$ cat config.mk
export PLATFORM = sky130hd
export DESIGN_NAME = led_mode_controller
export DESIGN_NICKNAME = d
export VERILOG_FILES = /design/src/rtl/led_pkg.sv /design/src/rtl/button_debouncer.sv /design/src/rtl/led_mode_controller.sv
export SDC_FILE = /design/constraint.sdc
export NUM_CORES = 1
export LEC_CHECK = 0
export CAP_MARGIN = 0
export CORE_MARGIN = 4
export CORE_UTILIZATION = 65
export CTS_BUF_LIST = sky130_fd_sc_hd__clkbuf_8
export CTS_CLUSTER_DIAMETER = 30
export DETAILED_ROUTE_END_ITERATION = 8
export GPL_TIMING_DRIVEN = 0
export PLACE_DENSITY = 0.9
export SYNTH_ARGS = -nofsm -noshare
export SYNTH_HDL_FRONTEND = slang
export SYNTH_SLANG_ARGS = --single-unit
export TNS_END_PERCENT = 30
$ cat constraint.sdc
create_clock -name clk -period 3.4 [get_ports clk]
set_input_delay 0.68 -clock clk [delete_from_list [all_inputs] [get_ports clk]]
set_output_delay 0.68 -clock clk [all_outputs]
set_load 0.05 [all_outputs]
$ cat src/rtl/led_pkg.sv
// Shared display-mode encodings for the switch-to-LED controller family.
package led_pkg;

    localparam int MODE_W = 2;

    typedef enum logic [MODE_W-1:0] {
        MODE_PASS   = 2'd0,
        MODE_INVERT = 2'd1,
        MODE_BLINK  = 2'd2,
        MODE_CHASE  = 2'd3
    } mode_t;

    // Mode sequence stepped by each button press; CHASE wraps back to PASS.
    function automatic mode_t next_mode(input mode_t cur);
        case (cur)
            MODE_PASS:   next_mode = MODE_INVERT;
            MODE_INVERT: next_mode = MODE_BLINK;
            MODE_BLINK:  next_mode = MODE_CHASE;
            default:     next_mode = MODE_PASS;
        endcase
    endfunction

endpackage

$ cat src/rtl/button_debouncer.sv
// Push-button conditioner: two-flop synchroniser, hold-time debounce and a
// one-cycle press pulse on each accepted rising level.
module button_debouncer #(
    parameter int DEBOUNCE_CYCLES = 4194304
) (
    input  logic clk,
    input  logic rst,
    input  logic raw,
    output logic stable,
    output logic press
);

    localparam int               CNT_W    = $clog2(DEBOUNCE_CYCLES);
    localparam logic [CNT_W-1:0] CNT_LAST = CNT_W'(DEBOUNCE_CYCLES - 1);

    logic             sync1;
    logic             sync2;
    logic             stable_d;
    logic [CNT_W-1:0] cnt;

    // NOTE: non-blocking assignments let sync1 -> sync2 form a real two-stage
    // shift; blocking here would collapse the synchroniser into a single flop.
    always_ff @(posedge clk) begin
        if (rst) begin
            sync1    <= 1'b0;
            sync2    <= 1'b0;
            stable   <= 1'b0;
            stable_d <= 1'b0;
            press    <= 1'b0;
            cnt      <= '0;
        end else begin
            sync1    <= raw;
            sync2    <= sync1;
            stable_d <= stable;
            press    <= stable & ~stable_d;

            // Any return to the accepted level restarts the hold window.
            if (sync2 == stable) begin
                cnt <= '0;
            end else if (cnt == CNT_LAST) begin
                stable <= sync2;
                cnt    <= '0;
            end else begin
                cnt <= cnt + 1'b1;
            end
        end
    end

endmodule

$ cat src/rtl/led_mode_controller.sv
// Switch-to-LED controller: a debounced button steps through four display
// modes (pass, invert, blink, chase); LED drive and mode are registered.
module led_mode_controller
    import led_pkg::*;
#(
    parameter int WIDTH           = 3,
    parameter int DEBOUNCE_CYCLES = 4194304,
    parameter int BLINK_CYCLES    = 25000000
) (
    input  logic              clk,
    input  logic              rst,
    input  logic [WIDTH-1:0]  switches,
    input  logic              up,
    output logic [WIDTH-1:0]  leds,
    output logic [MODE_W-1:0] mode
);

    localparam int                TICK_W      = $clog2(BLINK_CYCLES);
    localparam logic [TICK_W-1:0] TICK_LAST   = TICK_W'(BLINK_CYCLES - 1);
    localparam logic [WIDTH-1:0]  CHASE_START = WIDTH'(1);

    logic              press;
    logic              unused_btn_level;
    mode_t             mode_q;
    logic [TICK_W-1:0] tick_cnt;
    logic              tick;
    logic              blink_phase;
    logic [WIDTH-1:0]  chase_pos;

    button_debouncer #(
        .DEBOUNCE_CYCLES(DEBOUNCE_CYCLES)
    ) u_up_btn (
        .clk   (clk),
        .rst   (rst),
        .raw   (up),
        .stable(unused_btn_level),
        .press (press)
    );

    assign tick = (tick_cnt == TICK_LAST);
    assign mode = mode_q;

    always_ff @(posedge clk) begin
        if (rst) begin
            mode_q      <= MODE_PASS;
            leds        <= '0;
            tick_cnt    <= '0;
            blink_phase <= 1'b1;
            chase_pos   <= CHASE_START;
        end else begin
            // A mode change restarts the display timebase, overriding a coincident tick.
            if (press) begin
                mode_q      <= next_mode(mode_q);
                tick_cnt    <= '0;
                blink_phase <= 1'b1;
                chase_pos   <= CHASE_START;
            end else begin
                tick_cnt <= tick ? '0 : tick_cnt + 1'b1;
                if (tick) begin
                    blink_phase <= ~blink_phase;
                    chase_pos   <= (chase_pos << 1) | (chase_pos >> (WIDTH - 1));
                end
            end

            case (mode_q)
                MODE_PASS:   leds <= switches;
                MODE_INVERT: leds <= ~switches;
                MODE_BLINK:  leds <= blink_phase ? switches : '0;
                MODE_CHASE:  leds <= chase_pos & switches;
                default:     leds <= '0;
            endcase
        end
    end

endmodule

After elaboration in Yosys (flattened, before gate mapping):

Cells that the tools add are included.

* reductions and logical operators: 5
* multiplexer cells: 3
* bitwise logic cells: 7
* equality and inequality tests: 6
* $add $sub $neg: 2

Operators by type and width (number)
* adder 25 x 1 -> 25 bit, second input constant: 1
* equality test 25 bit, second input constant: 1
* adder 22 x 1 -> 22 bit, second input constant: 1
* equality test 22 bit, second input constant: 1
* case mux 3 bit (4 select lines): 1
* case mux 2 bit (3 select lines): 1
* OR reduction 3 bit: 2
* equality test 2 bit, second input constant: 2
* AND 3 bit: 1
* 2-to-1 mux 3 bit: 1
* inverter 1 bit: 3
* inverter 3 bit: 1
* OR 3 x 1 -> 3 bit: 1
* equality test 2 x 1 -> 1 bit, second input constant: 1
* zero test 2 bit: 1
* AND reduction 2 bit: 1
* OR reduction 2 bit: 1
* AND 1 bit: 1
* equality test 1 bit: 1

* output and inout bits: 5
* bits in registers: 61
* input port bits: 6
* word-level logic and storage cells: 34

Depth between registers and ports, before layout:

Gate-level depths: netlist of the first run.

* depth after elaboration: 3
* mapped depth: 6
* depth with buffers taken out: 6

Cells and area by module:

From an unflattened synthesis of the first run, not the netlist that was laid out.

* cell total of the unflattened synthesis: 314
* area total of the unflattened synthesis: 2770.2 um2

Modules (own cells, without submodules)
* led_mode_controller: seq. area each 680.7 um2, area each 1607.8 um2, instances 1, cells an instance 183
* button_debouncer: seq. area each 540.5 um2, area each 1162.4 um2, instances 1, cells an instance 131

Worst setup path before layout of the first run:

No wires, ideal clock.

* path kind: flip-flop to flip-flop
* from: register tick_cnt[10]
* to: register tick_cnt[23]
* stages on the path, launching flop included: 7
* path slack: 1491 ps
* buffers on the path: 2
* required time: 3329 ps
* data arrival time: 1838 ps
* cell sequence: dfxtp_1 > buf_4 > nand4_2 > or4_4 > buf_6 > or4_1 > a21oi_1

* longest elaborated chain between the ends: 2
* elaborated cells on any way between the ends: 3

Ends and longest elaborated chain
* start: declaration: RTL line led_mode_controller.sv:25 `logic [TICK_W-1:0] tick_cnt;`
* start signal: assignment: RTL line led_mode_controller.sv:58 `tick_cnt <= tick ? '0 : tick_cnt + 1'b1;`
* parallel branches: the longest is 2 deep, another holds adder 25 x 1 -> 25 bit

Parallel ways; which one is timed is not known.
A chain may end at the register's enable or synchronous reset.

Worst setup path in the final report of the first run:

* from: register u_up_btn.cnt[0]
* to: register u_up_btn.cnt[2]

* longest elaborated chain between the ends: 2
* elaborated cells on any way between the ends: 3

Ends and longest elaborated chain
* start: declaration: RTL line button_debouncer.sv:19 `logic [CNT_W-1:0] cnt;`
* start signal: assignment: RTL line button_debouncer.sv:44 `cnt <= cnt + 1'b1;`
* parallel branches: the longest is 2 deep, another holds adder 22 x 1 -> 22 bit

Parallel ways; which one is timed is not known.

==> results of run 1 <==
[metal layers]
metal,vias up,GRT usage [%]
met5,-,0
met4,0,10.7
li1,1192,-
met2,45,35.7
met1,1100,30.9
met3,10,6.84
[state kept, by name, indices dropped and copies added (netlist names)]
| name | count |
|---|---|
| u_up_btn.sync2 | 1 |
| u_up_btn.cnt | 22 |
| u_up_btn.stable_d | 1 |
| mode | 2 |
| u_up_btn.press | 1 |
| blink_phase | 1 |
| u_up_btn.sync1 | 1 |
| leds | 3 |
| u_up_btn.stable | 1 |
| tick_cnt | 25 |
| chase_pos | 3 |
[synth_stat cells, types with 2 or more instances]
cell and n:
sky130_fd_sc_hd__nor4b_1 2, sky130_fd_sc_hd__or4_1 8, sky130_fd_sc_hd__xnor2_1 22, sky130_fd_sc_hd__ha_1 7, sky130_fd_sc_hd__dfxtp_1 61, sky130_fd_sc_hd__or3_1 5, sky130_fd_sc_hd__and3_1 3, sky130_fd_sc_hd__nand2b_1 2
sky130_fd_sc_hd__o31ai_1 11, sky130_fd_sc_hd__mux2i_1 4, sky130_fd_sc_hd__nand4_1 14, sky130_fd_sc_hd__nor3_1 8, sky130_fd_sc_hd__nor4_1 10, sky130_fd_sc_hd__and4_1 5, sky130_fd_sc_hd__nand3_1 21, sky130_fd_sc_hd__nor2_1 46
sky130_fd_sc_hd__nand2_1 17, sky130_fd_sc_hd__a21oi_1 17, sky130_fd_sc_hd__xor2_1 6, sky130_fd_sc_hd__clkbuf_1 6, sky130_fd_sc_hd__inv_1 15, sky130_fd_sc_hd__a311oi_1 3, sky130_fd_sc_hd__nor2b_1 3, sky130_fd_sc_hd__o21ai_0 7
[path summary, 6_finish.rpt]
| path | start | end | slack [ns] | depth (start not counted) |
|---|---|---|---|---|
| max | u_up_btn.cnt[0] | u_up_btn.cnt[2] | 1.10 | 6 |
| min | u_up_btn.stable_d | u_up_btn.press | 0.41 | 1 |
| max reg2reg | u_up_btn.cnt[0] | u_up_btn.cnt[2] | 1.10 | 6 |
| min reg2reg | u_up_btn.stable_d | u_up_btn.press | 0.41 | 1 |
[kinds of logic after synthesis]
logic type / after synthesis / synth area share [%]
AOI/OAI and AO/OA: 41 / 9.07
buffers and inverters: 24 / 3.70
and+or+nand+nor: 154 / 29.7
DFF: 61 / 44.0
adders and majority gates: 7 / 3.16
xor gates and xnor gates: 28 / 8.84
muxes: 4 / 1.44
[stage by stage]
step           hold slack (ns)  util (%)  instance area, µm²
2_1_floorplan            0.368         -                2770
3_3_place_gp             0.371      72.3                2940
3_5_place_dp             0.389      72.3                2940
4_1_cts                  0.411      77.5                3150
5_1_grt                  0.428      77.5                3150
6_report                 0.409      77.5                3150
[power by group through the flow]
stage | Clock (mW) | Combinational, mW | Sequential, mW
CTS | 0.683 | 0.0400 | 0.726
global placement | 0 | 0.0392 | 0.742
detailed placement | 0 | 0.0397 | 0.742
global route | 0.716 | 0.0440 | 0.727
floorplan | 0 | 0.0176 | 0.748
finish | 0.672 | 0.0400 | 0.726
[layout make-up]
class / instances / area, µm² / share of cell area [%]
plain buffers: 9 / 46.3 / 1.47
multi-input cells: 234 / 1450 / 46.1
repair buffers: 10 / 100 / 3.18
flip-flops and latches: 61 / 1220 / 38.8
clock inverters: 4 / 45.0 / 1.43
inverters: 15 / 56.3 / 1.79
clock buffers: 12 / 165 / 5.25
well taps: 50 / 62.6 / 1.99
==> impl_metrics.py, run 1 <==
metrics = {
    "sta": {
        "fin_tns_setup_ns": 0,
        "worst_slack_ns": 1.10,
        "fin_skew_ns": 0.00668,
        "setup_violations": 0,
        "min_period_ns": 2.30,
        "final_min_period_over_clock_period_pct": 67.5,
        "maxClockFrequency_ghz": 0.436,
        "unrepaired_setup_endpoints_after_global_routing": "false",
        "timing.slew.headroom_pct": 61.4,
        "hold_violations": 0,
        "transition_time_at_the_pin_with_the_least_slew_margin_ns": 0.574,
        "slew_violations": 0,
    },
    "detailed_routing": {
        "drt_first_iter_violations": 190,
        "antenna_left": 0,
        "detailroute.via_count": 2347,
        "met3_length_um": 260,
        "wire_per_inst_um": 14.2,
        "met2_wirelength_um": 2540,
        "drc_errors": 0,
        "totalWireLength_um": 5620,
        "post_drt_via_cell_ratio": 5.94,
        "topRoutingLayerUsed": "met4",
        "detail_route.first_pass.iterations": 4,
        "routedLengthMet1_um": 2710,
    },
    "synthesis": {
        "postSynth.asyncResetShare_pct": 0,
        "synth-seq-area-share_pct": 44.0,
        "post-synth-top-area-fraction_pct": 44.0,
        "mapped_cells": 319,
        "synthDistinctLibCells": 40,
        "ys_dominant_reg_cell": "sky130_fd_sc_hd__dfxtp_1",
        "synth_top_area_cell": "sky130_fd_sc_hd__dfxtp_1",
        "syn_area_per_cell_um2": 8.69,
        "synth.ff_latch_count": 61,
        "post_synth_instance_area_um2": 2770,
        "synth_enable_flop_cells": 0,
        "synth_area_leaders": "sky130_fd_sc_hd__dfxtp_1 (44%), sky130_fd_sc_hd__xnor2_1 (6.9%), sky130_fd_sc_hd__nor2_1 (6.2%)",
        "number_of_nets_in_the_synthesized_netlist": 332,
        "yosys_warnings": 0,
    },
    "clock_network": {
        "ctsLongestPathBuffers": 2,
        "clkSlewWorstSetupHoldPaths_ns": 0.07,
        "worst_skew_pair.late_latency_ns": 0.34,
        "cts_tree": "done",
        "clock-sinks": 61,
        "post-cts-setup-buffer-count": 0,
        "cts.htree.levels": 3,
        "cts_hold_buf": 0,
        "ctsRootBufferMaster": "sky130_fd_sc_hd__clkbuf_8",
        "post_cts_resize_count": 0,
        "cts_inserted_buffers": 9,
    },
    "layout": {
        "fin_cells": 395,
        "antenna_cells": 0,
        "layout.cells.most_common": "sky130_fd_sc_hd__dfxtp_1",
        "mostFrequentLayoutCells": "sky130_fd_sc_hd__dfxtp_1 (61), sky130_fd_sc_hd__nor2_1 (46), sky130_fd_sc_hd__xnor2_1 (22), sky130_fd_sc_hd__nand3_1 (21)",
        "syn2layout_area_growth_pct": 13.4,
        "fin_nets": 353,
        "share_of_layout_cells_above_drive_strength_1_pct": 7.54,
        "number_of_fillers_in_the_final_layout": 278,
    },
    "die": {
        "std_cell_rows": 23,
        "top_level_ports": 11,
        "core_um2": 4060,
        "die-area_um2": 5370,
        "dieHeight_um": 73.3,
        "start_util_pct": 68.3,
        "die_width_um": 73.3,
    },
    "pwr": {
        "power-per-cell-area_nw_per_um2": 457,
        "clock_power_share_pct": 46.7,
        "share_comb_of_total_power_pct": 2.8,
        "swShare_pct": 21.4,
        "sequentialPowerShare_pct": 50.5,
        "internal_power_mw": 1.13,
        "switching_power_mw": 0.307,
        "p_leak_nw": 0.989,
        "vdd_drop_max_v": 0.000301,
        "total_power_mw": 1.44,
    },
    "critical_path": {
        "critPathSlowestCell": "sky130_fd_sc_hd__or3_1",
        "cp_top_family": "simple AND/OR/NAND/NOR gates",
        "cp_num_buf_inv": 1,
        "endpoint_kind_of_the_worst_setup_timing_path": "register",
        "startpoint_class_of_the_critical_path": "register",
        "path_class": "register to register",
        "crit_path_max_incr_delay_ns": 0.51,
        "critical_path.max_fanout": 10,
        "cell_by_cell_listing_of_the_critical_path": "ha_1 -> nand4_1 -> or3_1 -> o31ai_1 -> clkbuf_1 -> nor2_1",
        "worstPathArrival_ns": 2.50,
        "critical_path_rt_ns": 3.61,
    },
    "outcome": {
        "outcome": "finished clean",
    },
    "global_route": {
        "first_global_vias": 2249,
        "global_route_wire_length_before_repair_um": 9880,
        "grt.total_usage_pct": 23.5,
        "grt_max_degree": 11,
        "antenna_found_initial": 0,
        "grt_remaining_overflow": 0,
    },
    "min_path": {
        "hp-class": "register to register",
    },
    "place": {
        "buffer_ports.inserted": 10,
        "detailedPlace.worstSlack_ns": 1.12,
        "dp.final_hpwl_um": 3650,
        "total_placed_cells_including_tap_cells": 379,
        "place_congestion": 0.831,
    },
    "flow_run": {
        "cap_viol_max_count": 0,
    },
}
No activity file was read; power rests on OpenSTA's default activity.
==> inputs of run 2 (changes only) <==
- CORE_UTILIZATION: 65 -> 62
- PLACE_DENSITY: 0.9 -> 0.87
- clock period: 3.4 -> 2.27 ns (I/O delays scaled with it)
==> impl_metrics.py, run 2 (synthesized netlist as in run 1, its figures left out) <==
metrics = {
    "outcome": {
        "outcome": "finished clean",
    },
    "critical_path": {
        "critical_path_rt_ns": 1.82,
        "reg2reg_from": "tick_cnt[8]",
        "critical_path_cell_count": 1,
        "cp_num_buf_inv": 1,
        "endpoint_kind_of_the_worst_setup_timing_path": "output pin",
        "cp_top_family": "buffers and inverters",
        "critPathSlowestCell": "sky130_fd_sc_hd__clkdlybuf4s50_1",
        "crit_path_max_incr_delay_ns": 0.84,
        "cell_by_cell_listing_of_the_critical_path": "clkdlybuf4s50_1",
        "critical_path.max_fanout": 6,
        "worstPathArrival_ns": 1.62,
        "crit_start": "mode[0]",
        "path_class": "register to output pin",
        "startpoint_class_of_the_critical_path": "register",
        "timing.reg2reg.worst_path_depth": 5,
    },
    "clock_network": {
        "clock-sinks": 61,
        "clkSlewWorstSetupHoldPaths_ns": 0.07,
        "cts.htree.levels": 3,
        "cts_tree": "done",
        "ctsRootBufferMaster": "sky130_fd_sc_hd__clkbuf_8",
        "worst_skew_pair.late_latency_ns": 0.35,
        "cts_inserted_buffers": 9,
        "ctsLongestPathBuffers": 2,
    },
    "global_route": {
        "antenna_found_initial": 0,
        "grt.total_usage_pct": 22.2,
        "grt_remaining_overflow": 0,
        "first_global_vias": 2223,
        "global_route_wire_length_before_repair_um": 9580,
        "grt_max_degree": 12,
    },
    "pwr": {
        "vdd_drop_max_v": 0.000762,
        "p_leak_nw": 1.00,
        "total_power_mw": 2.20,
        "power-per-cell-area_nw_per_um2": 689,
    },
    "die": {
        "std_cell_rows": 24,
        "dieHeight_um": 74.9,
        "core_um2": 4350,
        "die-area_um2": 5610,
        "die_width_um": 74.9,
        "start_util_pct": 63.7,
        "top_level_ports": 11,
    },
    "sta": {
        "hold_ws_ns": 0.394,
        "slew_violations": 0,
        "unrepaired_setup_endpoints_after_global_routing": "false",
        "hold_violations": 0,
        "timing.slew.headroom_pct": 54.9,
        "final_min_period_over_clock_period_pct": 91.2,
        "maxClockFrequency_ghz": 0.483,
        "fin_tns_setup_ns": 0,
        "fin_skew_ns": 0.0106,
        "transition_time_at_the_pin_with_the_least_slew_margin_ns": 0.670,
        "min_period_ns": 2.07,
        "setup_violations": 0,
    },
    "detailed_routing": {
        "totalWireLength_um": 5790,
        "drt_first_iter_violations": 129,
        "detail_route.first_pass.iterations": 6,
        "post_drt_via_cell_ratio": 6.03,
        "antenna_left": 0,
        "wire_per_inst_um": 14.5,
        "drc_errors": 0,
        "detailroute.via_count": 2404,
    },
    "layout": {
        "syn2layout_area_growth_pct": 15.0,
        "multi_input_gate_area_um2": 1470,
        "layout.core_utilization_pct": 73.2,
        "layout.cells.most_common": "sky130_fd_sc_hd__dfxtp_1",
        "post-route-cell-area_um2": 3190,
        "fin_nets": 355,
        "antenna_cells": 0,
        "final-seq-area_um2": 1220,
        "largest_register": "tick_cnt",
        "number_of_fillers_in_the_final_layout": 323,
        "reg_top3": "tick_cnt x25, u_up_btn.cnt x22",
        "share_of_layout_cells_above_drive_strength_1_pct": 9.80,
        "largest_register_ffs": 25,
        "mostFrequentLayoutCells": "sky130_fd_sc_hd__dfxtp_1 (61), sky130_fd_sc_hd__nor2_1 (46), sky130_fd_sc_hd__xnor2_1 (22), sky130_fd_sc_hd__nand3_1 (21)",
    },
    "min_path": {
        "hp-class": "register to register",
        "timing.hold.worst_path_depth": 1,
        "timing.hold.worst.start": "u_up_btn.stable_d",
    },
    "place": {
        "dp.final_hpwl_um": 3770,
        "post_dp_cell_area_um2": 2940,
        "buffer_ports.inserted": 10,
        "place_congestion": 0.854,
    },
    "flow_run": {
        "cap_viol_max_count": 0,
    },
}
==> run 2: cell count changes in the layout (fill, tap and decap cells not counted), sizes merged <==
cell / previous run / this run
clkinvlp: 0 / 2
bufinv: 1 / 2
buf: 2 / 4
clkbuf: 19 / 16
==> run 2: through the flow <==
stage,instances,setup slack [ns]
final,399,0.199
after global routing,399,0.0216
after CTS,397,0.00891
after detailed placement,381,0.0262
after global placement,381,0.0396
after floorplan,319,0.361
==> run 2: metal layers <==
metal	wire length (µm)	track usage (%)
met5	0	0
met3	350	8.01
met2	2850	36.8
met1	2520	26.1
met4	68	9.29
==> run 2: repair_timing <==
action                                  in CTS  in global routing
endpoints found under the setup margin       0                 41
buffers inserted                             0                  2
resized for setup                            0                 11
hold buffers                                 0                  0
==> run 2: final timing paths <==
path / endpoint / slack, ns
max: mode[0] / 0.20
min: u_up_btn.press / 0.39
max reg2reg: tick_cnt[21] / 0.20
min reg2reg: u_up_btn.press / 0.39
==> run 2: worst reg2reg max path: cells and delay by family (launching register included) <==
| family | cells | cell delay [ns] |
|---|---|---|
| compound gates | 1 | 0.15 |
| buf+inv | 1 | 0.15 |
| flops | 1 | 0.46 |
| simple gates | 3 | 1.25 |
==> run 2: cell type report <==
class	count	area share [%]
clock inverters	7	2.83
flip-flops and latches	61	38.3
inverters	15	1.77
clock buffers	9	3.89
repair buffers	12	3.61
plain buffers	9	1.61
well taps	52	2.04
multi-input cells	234	46.0
==> run 2: report_power, final <==
group	total [mW]	switching (mW)	internal, mW	leakage (nW)
Sequential	1.09	0.00823	1.08	0.493
Combinational	0.0616	0.0367	0.0249	0.406
Clock	1.05	0.436	0.611	0.105
Total	2.20	0.480	1.72	1.00
==> inputs of run 3 (changes only) <==
- CTS_CLUSTER_SIZE: default -> 25
- SETUP_SLACK_MARGIN: default -> 0.02
==> results of run 3 <==
Final layout, timing and power as in run 2 (identical DEF).
Among the figures that moved: number of gates resized after CTS 0 -> 1
